## src/rtl/imm_pkg.sv

```systemverilog
// Shared types and widths for the immediate-extension pipeline.
package imm_pkg;

  localparam int unsigned INSTR_WIDTH = 32;
  localparam int unsigned SRC_WIDTH   = 3;

  typedef enum logic [SRC_WIDTH-1:0] {
    IMM_I     = 3'b000,
    IMM_S     = 3'b001,
    IMM_B     = 3'b010,
    IMM_U     = 3'b011,
    IMM_J     = 3'b100,
    IMM_SHAMT = 3'b101,
    IMM_CSR   = 3'b110,
    IMM_BAD   = 3'b111
  } imm_src_t;

endpackage

```

## src/rtl/imm_decode.sv

```systemverilog
// Combinational RISC-V immediate decode and extension to DATA_WIDTH bits.
module imm_decode
  import imm_pkg::*;
#(
  parameter int unsigned DATA_WIDTH = 32
) (
  input  logic [INSTR_WIDTH-1:0] instr,
  input  imm_src_t               imm_src,
  output logic [DATA_WIDTH-1:0]  imm,
  output logic                   err
);

  logic [31:0] field;
  logic        sext;
  logic        unused_opcode;

  assign unused_opcode = ^instr[6:0];

  // field holds the 32-bit form; sext says whether bit 31 carries into wider outputs.
  always_comb begin
    field = '0;
    sext  = 1'b0;
    err   = 1'b0;
    unique case (imm_src)
      IMM_I: begin
        field = {{20{instr[31]}}, instr[31:20]};
        sext  = 1'b1;
      end
      IMM_S: begin
        field = {{20{instr[31]}}, instr[31:25], instr[11:7]};
        sext  = 1'b1;
      end
      IMM_B: begin
        field = {{19{instr[31]}}, instr[31], instr[7], instr[30:25], instr[11:8], 1'b0};
        sext  = 1'b1;
      end
      IMM_U: begin
        field = {instr[31:12], 12'b0};
        sext  = 1'b1;
      end
      IMM_J: begin
        field = {{11{instr[31]}}, instr[31], instr[19:12], instr[20], instr[30:21], 1'b0};
        sext  = 1'b1;
      end
      IMM_SHAMT: field = (DATA_WIDTH == 64) ? {26'b0, instr[25:20]} : {27'b0, instr[24:20]};
      IMM_CSR:   field = {27'b0, instr[19:15]};
      IMM_BAD:   err   = 1'b1;
      default:   ;
    endcase
  end

  assign imm = sext ? DATA_WIDTH'($signed(field)) : DATA_WIDTH'(field);

endmodule

```

## src/rtl/imm_extend_pipe.sv

```systemverilog
// Immediate decode feeding a DEPTH-entry valid/ready output queue (1-cycle latency).
module imm_extend_pipe
  import imm_pkg::*;
#(
  parameter int unsigned DATA_WIDTH = 32,
  parameter int unsigned DEPTH      = 2
) (
  input  logic                         clk,
  input  logic                         rst_n,
  input  logic                         flush,
  input  logic                         in_valid,
  output logic                         in_ready,
  input  logic [INSTR_WIDTH-1:0]       Instr,
  input  logic [SRC_WIDTH-1:0]         ImmSrc,
  output logic                         out_valid,
  input  logic                         out_ready,
  output logic [DATA_WIDTH-1:0]        ImmOp,
  output logic                         ImmErr,
  output logic [$clog2(DEPTH+1)-1:0]   count
);

  localparam int unsigned CW = $clog2(DEPTH + 1);
  localparam int unsigned PW = (DEPTH > 1) ? $clog2(DEPTH) : 1;

  logic [DATA_WIDTH-1:0] mem_imm [DEPTH];
  logic [DEPTH-1:0]      mem_err;
  logic [PW-1:0]         wr_q, wr_d, rd_q, rd_d;
  logic [CW-1:0]         count_q, count_d;
  logic [DATA_WIDTH-1:0] dec_imm;
  logic                  dec_err;
  logic                  push, pop;

  imm_decode #(
    .DATA_WIDTH(DATA_WIDTH)
  ) u_decode (
    .instr  (Instr),
    .imm_src(imm_src_t'(ImmSrc)),
    .imm    (dec_imm),
    .err    (dec_err)
  );

  // Explicit wrap so non-power-of-two depths stay in range.
  function automatic logic [PW-1:0] ptr_inc(input logic [PW-1:0] p);
    return (p == PW'(DEPTH - 1)) ? '0 : p + PW'(1);
  endfunction

  assign in_ready  = (count_q < CW'(DEPTH));
  assign out_valid = (count_q != '0);
  assign push      = in_valid & in_ready;
  assign pop       = out_valid & out_ready;
  assign count     = count_q;
  assign ImmOp     = out_valid ? mem_imm[rd_q] : '0;
  assign ImmErr    = out_valid ? mem_err[rd_q] : 1'b0;

  always_comb begin
    wr_d    = wr_q;
    rd_d    = rd_q;
    count_d = count_q;
    if (flush) begin
      wr_d    = '0;
      rd_d    = '0;
      count_d = '0;
    end else begin
      if (push) wr_d = ptr_inc(wr_q);
      if (pop)  rd_d = ptr_inc(rd_q);
      case ({push, pop})
        2'b10:   count_d = count_q + CW'(1);
        2'b01:   count_d = count_q - CW'(1);
        default: ;
      endcase
    end
  end

  always_ff @(posedge clk or negedge rst_n) begin
    if (!rst_n) begin
      wr_q    <= '0;
      rd_q    <= '0;
      count_q <= '0;
    end else begin
      wr_q    <= wr_d;
      rd_q    <= rd_d;
      count_q <= count_d;
    end
  end

  // Storage is unreset; the empty-queue gating keeps stale data off the outputs.
  always_ff @(posedge clk) begin
    if (push) begin
      mem_imm[wr_q] <= dec_imm;
      mem_err[wr_q] <= dec_err;
    end
  end

endmodule
```

## config.mk

```make
export PLATFORM = sky130hd
export DESIGN_NAME = imm_extend_pipe
export DESIGN_NICKNAME = d
export VERILOG_FILES = /design/src/rtl/imm_pkg.sv /design/src/rtl/imm_decode.sv /design/src/rtl/imm_extend_pipe.sv
export SDC_FILE = /design/constraint.sdc
export NUM_CORES = 1
export LEC_CHECK = 0
export CORE_UTILIZATION = 45
export DETAILED_ROUTE_END_ITERATION = 6
export PLACE_DENSITY = 0.78
export REMOVE_ABC_BUFFERS = 1
export SKIP_LAST_GASP = 1
export SLEW_MARGIN = 20
export SYNTH_ARGS = -nofsm -noshare
export SYNTH_HDL_FRONTEND = slang
export SYNTH_HIERARCHICAL = 1
export SYNTH_SLANG_ARGS = --single-unit
```

## constraint.sdc

```tcl
create_clock -name clk -period 2.3 [get_ports clk]
set_input_delay 0.46 -clock clk [delete_from_list [all_inputs] [get_ports clk]]
set_output_delay 0.46 -clock clk [all_outputs]
set_load 0.01 [all_outputs]
```

==> metrics.md <==
| Metric | Value |
|---|---|
| Status | complete, no violations |
| Port bufs | 69 |
| Internal | 2.27 mW |
| Highest net fanout along the worst path | 17 |
| Vias/cell | 5.25 |
| Layout cells sized above 1 | 12.2% |
| Peak Freq | 442 MHz |
| Crit path DAT | 1.80 ns |
| WL met2 | 3.53 mm |
| Synth Flop Type | edfxtp_1 |
| DRT iter0 DRCs | 89 |
| Avg Cell Area, Syn | 13.3 sq um |
| H-tree levels | 3 |
| Post-synth top area cell | edfxtp_1 |
| Fin. max-slew vios | 0 |
| WL met3 | 351 microns |
| Die Wd | 87.8 microns |
| CP peak stage delay | 0.55 ns |
| First-pass GRT wire length | 10.8 mm |
| Clock Tree Root | clkbuf_8 |
| Tot Pwr | 3.01 mW |
| Total gr overflow | 0 |
| DR top layer | met4 |
| Count of final setup violators | 0 |
| Clock buffer depth | 2 |
| Synth-to-Final Area Change | 30.9% |
| Placed cell area | 4110 sq um |
| Nets@finish | 363 |
| ANT nets after route | 0 |
| Worst-Margin Slew | 0.571 ns |
| Reg area | 2090 sq um |
| Yosys warnings | 6 |
| Switching Fraction | 24.6% |
| Vias in the first global route | 2215 |
| Period Utilization, post-route | 98.3% |
| TritonCTS Buffers | 9 |
| Area contributors post-synth | edfxtp_1 60%, mux2i_1 10%, nor2_1 4.2% |
| Power Density | 695 nW/um^2 |
| Crit path launch type | register |
| Flops & latches, synth | 70 |
| Leak | 1.60 nW |
| Hold crit path type | primary input to asynchronous set/reset pin |
| Fin crit period | 2.26 ns |
| Clk_skew | 0.00737 ns |
| Worst-path cell chain | clkbuf_16, mux2i_1, nor2_1, clkdlybuf4s50_1 |
| TritonCTS clock tree | built |
| CTS clk-pin slew, worst paths | 0.07 ns |
| Setup TNS | 0 ns |
| Dpl hpwl | 4.68 mm |
| Sequential Power Share | 51.1% |
| Final Hold Vio Count | 0 |
| Non-filler cells, final | 424 |
| Netlist cell types | 37 |
| CTS Sinks | 70 |
| RSZ-0062 raised after global routing | true |
| Synth top area share | 59.8% |
| DIE HEIGHT | 87.8 microns |
| Post-synth EDFFs | 66 |
| Cell family with most CP delay | buffers and inverters |
| Ports | 77 |
| Drt pass-1 iters | 4 |
| Initial core utilization | 47.7% |
| Area occupied by multi-input gates | 1090 sq um |
| Dpl ws | 0.00630 ns |
| Core area | 6940 sq um |
| Total setup buffers inserted after CTS | 0 |
| WP data required | 1.84 ns |
| Slew HR | 61.9% |
| Clk network pwr share | 31.3% |
| CP endpoint kind | primary output |
| Switching power | 0.743 mW |
| Max-cap viol count | 0 |
| M1 WL | 3.21 mm |
| Most frequent cell after synthesis | edfxtp_1 |
| Routed via count | 2226 |
| Clock Latency Late Sink | 0.34 ns |
| DRC viols | 0 |
| DR WL/cell | 17.0 microns |
| Total die area | 7720 sq um |
| Post-route cell area | 4340 sq um |
| Peak supply drop | 0.370 mV |
| Row count | 30 |
| Placed Cells | 407 |
| Total GRT Usage | 19.1% |
| Synth top cells by count | 66 x edfxtp_1, 37 x nor2_1, 34 x mux2i_1, 15 x a21oi_1, 8 x a21o_1 |
| Buf/Inv on CP | 2 |
| # fillers | 537 |
| RePlAce Congestion | 0.784 |
| Critical path class | register to primary output |
| Ys async rst share | 5.71% |
| Comb power frac | 17.6% |
| Initial antenna violation count | 0 |
| Cells after Synth | 250 |
| N_diodes | 0 |
| CTS Hold Bufs | 0 |
| Final WL | 7.22 mm |
| CP max stage cell | clkdlybuf4s50_1 |
| Pin count of the biggest net entering global routing | 35 |
| Cell Area, Synth | 3320 sq um |
| Setup slack after layout | 0.0399 ns |
| Seq/Total Area, Yosys | 62.8% |
## state kept, by name (all words and copies together), names as in the netlist
name	cells
mem_imm	64
count	2
mem_err	2
rd_q	1
wr_q	1
## cells by family after synthesis
| kind of cell | synth area share (%) |
|---|---|
| muxes | 10.3 |
| xor gates and xnor gates | 1.06 |
| adders and majority gates | 0.340 |
| and+or+nand+nor | 10.5 |
| AOI/OAI and AO/OA | 10.4 |
| buffers and inverters | 4.68 |
| DFF | 62.8 |
## final timing paths
check / startpoint / endpoint / slack [ns] / cells past startpoint
max: rd_q / ImmOp[0] / 0.04 / 4
max reg2reg: count[1] / mem_imm[1][0] / 0.88 / 3
max in group asynchronous: rst_n / rd_q / 1.77 / 1
min reg2reg: wr_q / wr_q / 0.64 / 2
min in group clk: wr_q / wr_q / 0.64 / 2
min: rst_n / wr_q / 0.32 / 1
## cell type report
type / instances / share of cell area, %
clock buffers: 9 / 2.85
clock inverters: 7 / 1.50
inverters: 5 / 0.433
multi-input cells: 157 / 25.0
flip-flops and latches: 70 / 48.1
well taps: 96 / 2.77
repair buffers: 80 / 19.3
## metal layers
layer / GRT usage, % / up-vias
met2: 32.5 / 65
met3: 3.86 / 8
met5: 0 / -
met1: 23.7 / 1079
li1: - / 1074
met4: 8.35 / 0
## stage by stage
step	util (%)	hold slack (ns)
4_1_cts	61.9	0.319
3_3_place_gp	59.2	0.600
3_5_place_dp	59.2	0.615
5_1_grt	62.5	0.328
6_report	62.5	0.325
2_1_floorplan	-	0.164
## power groups by stage
stage	clock, mW	sequential [mW]	combinational, mW
floorplan	0	1.58	0.240
global placement	0	1.56	0.508
detailed placement	0	1.57	0.522
CTS	0.958	1.54	0.524
global route	1.02	1.55	0.571
finish	0.944	1.54	0.530
## worst reg2reg max path: stages, from the launching register on
cell and delay [ns]:
dfrtp_2 0.45, nor2b_2 0.20, and2_1 0.20, buf_12 0.23
## placed cells by master, fill, tap and decap left out, types with 2 or more instances in the layout
cell	synthesis	final
a21o_1	8	8
a21o_2	4	4
a21oi_1	15	15
a221o_1	4	4
a22o_1	4	4
and2_1	3	3
and2b_1	4	4
buf_12	0	3
buf_4	5	6
clkbuf_8	0	9
clkdlybuf4s50_1	0	66
clkinv_2	0	3
dfrtp_2	0	3
dlymetal6s2s_1	0	3
edfxtp_1	66	66
inv_1	4	4
mux2i_1	34	34
nand3_1	2	2
nor2_1	37	37
nor2b_1	6	5
nor2b_2	2	2
nor2b_4	1	2
nor3b_1	6	6
o21ai_0	6	6
o22ai_1	7	7
xnor2_1	2	2
xor2_1	2	2
## what timing repair did
item	4_1_cts	5_1_grt
endpoints found under the setup margin	0	29
gates resized for setup	0	6
hold endpoints to repair	0	0
Power figures use the tool's default switching activity.
